$ cat config.mk
export PLATFORM = sky130hd
export DESIGN_NAME = iter_shifter
export DESIGN_NICKNAME = d
export VERILOG_FILES = /design/src/rtl/iter_shifter.sv
export SDC_FILE = /design/constraint.sdc
export NUM_CORES = 1
export LEC_CHECK = 0
export ABC_CLOCK_PERIOD_IN_PS = 2400
export BUFFER_PORTS_ARGS = -buffer_cell sky130_fd_sc_hd__buf_2
export CORE_MARGIN = 4
export CORE_UTILIZATION = 50
export CTS_CLUSTER_DIAMETER = 120
export DETAILED_ROUTE_END_ITERATION = 12
export PLACE_DENSITY = 0.72
export SYNTH_ARGS = -nofsm -noshare
export SYNTH_HDL_FRONTEND = slang
export SYNTH_SLANG_ARGS = --single-unit
$ cat constraint.sdc
create_clock -name clk_i -period 2.4 [get_ports clk_i]
set_clock_uncertainty 0.1 [all_clocks]
set_input_delay 0 -clock clk_i [delete_from_list [all_inputs] [get_ports clk_i]]
set_output_delay 0 -clock clk_i [all_outputs]
set_load 0.03 [all_outputs]
$ cat src/rtl/iter_shifter.sv
// ============================================================================
// iter_shifter : iterative one-bit-per-cycle RV32I shift unit (SLL/SRL/SRA)
// Revision     : 1.0
// ============================================================================
`default_nettype none

module iter_shifter #(
  parameter int XLEN = 32
) (
  input  logic                    clk_i,
  input  logic                    rst_ni,
  input  logic                    start_i,
  input  logic [1:0]              op_i,
  input  logic [XLEN-1:0]         in_i,
  input  logic [$clog2(XLEN)-1:0] shamt_i,
  output logic                    busy_o,
  output logic                    done_o,
  output logic [XLEN-1:0]         out_o
);

  localparam int SW = $clog2(XLEN);

  localparam logic [1:0]    C_OP_SLL  = 2'b00;
  localparam logic [1:0]    C_OP_SRA  = 2'b11;
  localparam logic [SW-1:0] C_CNT_ONE = {{(SW-1){1'b0}}, 1'b1};

  typedef enum logic [0:0] {
    ST_IDLE  = 1'b0,
    ST_SHIFT = 1'b1
  } state_e;

  state_e            state_q;
  logic [XLEN-1:0]   data_q;
  logic [XLEN-1:0]   data_d;
  logic [SW-1:0]     cnt_q;
  logic [1:0]        kind_q;
  logic [XLEN-1:0]   out_q;
  logic              done_q;

  // Reserved encoding 2'b10 falls through to the logical right shift.
  always_comb begin
    data_d = {1'b0, data_q[XLEN-1:1]};
    case (kind_q)
      C_OP_SLL: data_d = {data_q[XLEN-2:0], 1'b0};
      C_OP_SRA: data_d = {data_q[XLEN-1], data_q[XLEN-1:1]};
      default:  data_d = {1'b0, data_q[XLEN-1:1]};
    endcase
  end

  always_ff @(posedge clk_i or negedge rst_ni) begin
    if (!rst_ni) begin
      state_q <= ST_IDLE;
      data_q  <= '0;
      cnt_q   <= '0;
      kind_q  <= '0;
      out_q   <= '0;
      done_q  <= 1'b0;
    end else begin
      done_q <= 1'b0;
      case (state_q)
        ST_IDLE: begin
          if (start_i) begin
            data_q  <= in_i;
            cnt_q   <= shamt_i;
            kind_q  <= op_i;
            state_q <= ST_SHIFT;
          end
        end
        ST_SHIFT: begin
          if (cnt_q == '0) begin
            out_q   <= data_q;
            done_q  <= 1'b1;
            state_q <= ST_IDLE;
          end else begin
            data_q <= data_d;
            cnt_q  <= cnt_q - C_CNT_ONE;
          end
        end
        default: state_q <= ST_IDLE;
      endcase
    end
  end

  assign busy_o = (state_q == ST_SHIFT);
  assign done_o = done_q;
  assign out_o  = out_q;

endmodule

`default_nettype wire
After elaboration in Yosys (flattened, before gate mapping). Index checks and enable logic that the tools add are counted.

Add/sub/neg operators: 1. Multiply operators: 0. Div/mod/pow operators: 0. Magnitude comparators: 0. Equal/unequal tests: 4. Shift operators: 0. Multiplexer cells: 12. Bitwise logic cells: 1. Reduce and logical (&&, ||, !) cells: 6.

Operator list (number): 32-bit one-hot mux with 2 select lines (2); 32-bit 2-to-1 mux (2); 5-bit 2-to-1 mux (2); 5-bit one-hot mux with 2 select lines (1); 2-bit != test, second input constant (3); 2-bit AND reduction (3); 5-bit logical NOT (1); 5-bit by 1-bit subtractor with 5-bit output, second input constant (1); 1-bit 2-to-1 mux (4); 3-bit AND reduction (1); 2-bit == test, second input constant (1); 2-bit logical NOT (1); 1-bit one-hot mux with 2 select lines (1); 1-bit inverter (1).

Register bits after elaboration: 73. Bits in latches: 0. Bits in writable memories: 0. ROM bits: 0. Input port bits: 42. Output and inout port bits: 34. Word-level logic and storage cells: 31. Memories kept: 0.

Longest topological paths before layout.
Depth in word-level cells: 4. Depth in mapped cells: 7. Depth with buffers taken out: 5.

Worst setup path after synthesis. Ideal clock, no wire load.

Path kind: register to register. From: reg kind_q[0]. To: reg data_q[26]. Library setup time: 0.132 ns. Data arrival time: 1.579 ns. Data required time: 2.168 ns. Setup slack: 0.589 ns. Cell stages (with the launch flop): 8. Buffers on the path: 2. Clock period less this slack: 1.811 ns. Path through: dfrtp_1 inv_1 ha_1 or2_2 clkbuf_1 clkbuf_1 a221oi_1 o21ai_0.

Word-level cells in the longest chain between the ends: 4. Elaborated cells on any way between the ends: 5. Those cells by class: eq/ne: 1; mux: 3; reduce/logical: 1.

RTL lines: start, declared (line 36) `logic [1:0] kind_q;`; start signal, assigned (line 65) `kind_q <= op_i;`; 2-bit == test or 2-bit logical NOT (tied branches) (line 43) `case (kind_q)`; 32-bit one-hot mux with 2 select lines (*) (line 43); 32-bit 2-to-1 mux (*) (line 70) `if (cnt_q == '0) begin`; 32-bit one-hot mux with 2 select lines (*) (line 60) `case (state_q)`; end signal, assigned (line 63) `data_q <= in_i;`; end signal, assigned (line 75) `data_q <= data_d;`; end, declared (line 33) `logic [XLEN-1:0] data_q;`.

Mark *: on every way between the ends. The rest lies on a longest branch, timed or not. The select of a mux whose other input is x is not followed. A chain may end at the register's enable or synchronous reset.

Worst setup path in the final report.
From: reg cnt_q[0]. To: reg cnt_q[1].

Word-level cells in the longest chain between the ends: 3. Elaborated cells on any way between the ends: 6. Those cells by class: add/sub: 1; eq/ne: 1; mux: 2; reduce/logical: 2.

RTL lines: start, declared (line 35) `logic [SW-1:0] cnt_q;`; start signal, assigned (line 64) `cnt_q <= shamt_i;`; start signal, assigned (line 76) `cnt_q <= cnt_q - C_CNT_ONE;`; 5-bit by 1-bit subtractor with 5-bit output or 5-bit logical NOT (tied branches) (line 76, 70); 5-bit 2-to-1 mux or 2-bit != test (tied branches); 5-bit one-hot mux with 2 select lines or 2-bit AND reduction (tied branches).

Several ways; a longest one is shown, not always the timed one. The select of a mux whose other input is x is not followed.

==> results.sh <==
export IMPL_maxCapViolations=0
export IMPL_cts_buffer_depth=2
export IMPL_crit_slowest_cell="dfrtp_1"
export IMPL_p_leak_nw=2.11
export IMPL_clock_fmax_mhz=485
export IMPL_gp_congestion=0.807
export IMPL_outcome="complete, no violations"
export IMPL_htreeDepth=3
export IMPL_rows=29
export IMPL_track_usage=0.230
export IMPL_worstPathRequired_ps=2540
export IMPL_dp_worst_setup_slack_ps=308
export IMPL_hp_class="in -> reg"
export IMPL_place_inst=437
export IMPL_area_delta_synth_final_pct=30.2
export IMPL_synth_simple_area_share=0.0828
export IMPL_synth_seq_cells=73
export IMPL_worst_hold_path_endpoint="cnt_q[4]$_DFFE_PN0P_"
export IMPL_critical_path_class="reg -> reg"
export IMPL_hold_viol_final=0
export IMPL_muxShareOfSynthArea=0.0319
export IMPL_syn_nets=349
export IMPL_crit_path_cell_trace="inv_1 > ha_1 > nor4b_4 > buf_4 > a21oi_1 > o221a_2"
export IMPL_final_max_slew_viol_count=0
export IMPL_synth_top_family_by_area="compound AO/OA/AOI/OAI gates"
export IMPL_io_buffers=75
export IMPL_r2r_cells=6
export IMPL_wl_per_cell_um=18.5
export IMPL_netlist_area_mm2=0.00345
export IMPL_fillCellCount=495
export IMPL_worstHoldStart="start_i"
export IMPL_ys_warn_count=0
export IMPL_core_area_mm2=0.00653
export IMPL_total_power_w=0.00555
export IMPL_drive_gt1_frac=0.328
export IMPL_slew_headroom=0.349
export IMPL_post_cts_buffers=0
export IMPL_grt_max_degree=46
export IMPL_cp_start_kind="flip-flop"
export IMPL_p_per_area_mw_per_mm2=1240
export IMPL_io_pins=76
export IMPL_drt_wl_total_um=9120
export IMPL_cts_tree="done"
export IMPL_synth_top_area_share=0.530
export IMPL_synth_xor_area_frac=0
export IMPL_final_util=0.687
export IMPL_fp_dieH_um=91.0
export IMPL_dieArea_mm2=0.00829
export IMPL_synth_adder_area_share=0.0109
export IMPL_synth_area_leader_cell="dfrtp_1"
export IMPL_grt_overflow=0
export IMPL_timing_rr_start="cnt_q[0]$_DFFE_PN0P_"
export IMPL_drt_iter0_drc=244
export IMPL_synth_cell_type_count=31
export IMPL_synth_compound_area_share=0.302
export IMPL_fin_nets=456
export IMPL_syn_avg_cell_area_um2=11.3
export IMPL_stdcell_count=493
export IMPL_start_util=0.528
export IMPL_critPathArrivalTime_ps=2200
export IMPL_ir_worst_vdd_mv=0.528
export IMPL_tightest_slew_ps=976
export IMPL_ys_seq_area_frac=0.530
export IMPL_setup_viol=0
export IMPL_cts_resized=0
export IMPL_route_detailed_vias_per_inst=6.12
export IMPL_min_path_cells=3
export IMPL_worstPathMaxFanout=34
export IMPL_antenna_found_initial=0
export IMPL_drt_first_pass_iters=5
export IMPL_rsz0062_at_grt="no"
export IMPL_vias=3018
export IMPL_grt_pass1_vias=3139
export IMPL_root_buffer="clkbuf_8"
export IMPL_rr_endpoint="cnt_q[1]$_DFFE_PN0P_"
export IMPL_place_hpwl_um=5630
export IMPL_ant_nets=0
export IMPL_timing_final_ws_setup_ps=338
export IMPL_fin_tns_setup_ps=0
export IMPL_clkSinkCount=73
export IMPL_cts_made_buffers=9
export IMPL_grt_pass1_wl_um=15500
export IMPL_rrSetupSlack_ps=340
export IMPL_end_kind="flip-flop"
export IMPL_insertion_delay_ps=350
export IMPL_drt_drc_violations_left=0
export IMPL_synth_area_leaders="dfrtp_1 53%, a22oi_1 12%, a21bo_2 7.0%"
export IMPL_fin_crit_ps=2060
export IMPL_crit_path_max_incr_delay_ps=410
export IMPL_clk_pin_slew_ps=70
export IMPL_die_w_um=91.0
export IMPL_post_route_period_util=0.859
export IMPL_synthCells=304
flip-flops by register name, summed over array words and instances (netlist names):
| name | flops |
|---|---|
| data_q | 32 |
| out_o | 32 |
| cnt_q | 5 |
| kind_q | 2 |
| busy_o | 1 |
| done_o | 1 |
power breakdown:
| part | switching, W | total [W] | internal, W |
|---|---|---|---|
| registers | 0.000388 | 0.00209 | 0.00170 |
| logic | 0.00154 | 0.00247 | 0.000931 |
| clock network | 0.000455 | 0.000984 | 0.000529 |
cells in the mapped netlist:
cell type and count:
a211oi_1 3, a21bo_2 24, a21oi_1 1, a221oi_1 5, a22o_1 1, a22oi_1 53, a31oi_1 3, buf_2 7
buf_4 2, clkbuf_1 20, dfrtp_1 73, ha_1 3, inv_1 6, mux2_1 5, mux2_2 3, mux2i_1 2
nand2_1 5, nand2_2 2, nand2b_1 2, nand3_1 27, nand4_1 1, nor2_1 1, nor2b_1 6, nor4b_4 1
o211ai_1 26, o21ai_0 13, o221a_2 3, o311ai_0 1, or2_2 1, or3_1 3, or4b_1 1
through the flow:
| step | hold slack (ps) | area (um^2) |
|---|---|---|
| floorplan | -396 | 3450 |
| global placement | -27.6 | 3890 |
| detailed placement | -17.2 | 3890 |
| CTS | 44.3 | 4480 |
| global route | 83.4 | 4480 |
| finish | 57.3 | 4490 |
placed cells by master (no fill, tap or decap), types with 4 or more instances in the layout:
master / synthesis / layout
o211ai_1: 26 / 26
nand3_1: 27 / 27
inv_1: 6 / 6
buf_4: 2 / 9
a21bo_2: 24 / 24
buf_2: 7 / 75
nor2b_1: 6 / 4
a221oi_1: 5 / 5
dlygate4sd3_1: 0 / 40
mux2_1: 5 / 5
dfrtp_1: 73 / 73
clkbuf_8: 0 / 11
a22oi_1: 53 / 53
o21ai_0: 13 / 13
nand2_1: 5 / 5
cell families (layout without fill, tap and decap cells):
| group | count (synthesis) | after routing |
|---|---|---|
| fa+ha+maj | 3 | 3 |
| flops | 73 | 73 |
| buf+inv | 35 | 146 |
| mux | 10 | 10 |
| compound gates | 133 | 133 |
| simple gates | 50 | 50 |
| other cells | 0 | 1 |
critical path, delay by kind of cell (launching register included):
family	cells	cell delay, ps
fa+ha+maj	1	180
compound gates	2	560
flops	1	410
buf+inv	2	470
simple gates	1	230
routing by layer:
metal,global-route usage,share of wire,vias up
met5,0,0,-
met4,0.106,0.025,0
met3,0.0314,0.060,21
met2,0.365,0.47,138
met1,0.315,0.45,1465
li1,-,-,1394
what timing repair did:
item | CTS | global route
endpoints found under the setup margin | 0 | 0
endpoints found under the hold margin | 67 | 0
hold buffers | 40 | 0
final cells by class:
type	count	area (um^2)	area share
antenna	1	2.50	0.000558
timing repair buffer	125	863	0.192
clock inverter	3	40.0	0.00892
multi-input combinational	196	1480	0.330
tap	77	96.3	0.0215
inverter	6	22.5	0.00502
sequential	73	1830	0.407
clock buffer	12	155	0.0346
how the worst max path moves through the flow:
stage,depth (start not counted),slack (ps),start,endpoint
after CTS,5,320,cnt_q[0]$_DFFE_PN0P_,out_o[16]$_DFFE_PN0P_
after detailed placement,5,310,cnt_q[0]$_DFFE_PN0P_,out_o[16]$_DFFE_PN0P_
after global placement,5,400,cnt_q[0]$_DFFE_PN0P_,out_o[26]$_DFFE_PN0P_
final,6,340,cnt_q[0]$_DFFE_PN0P_,cnt_q[1]$_DFFE_PN0P_
after global routing,5,170,cnt_q[0]$_DFFE_PN0P_,out_o[16]$_DFFE_PN0P_
after floorplan,7,590,kind_q[0]$_DFFE_PN0P_,data_q[26]$_DFFE_PN0P_
(Power assumes the default switching activity.)
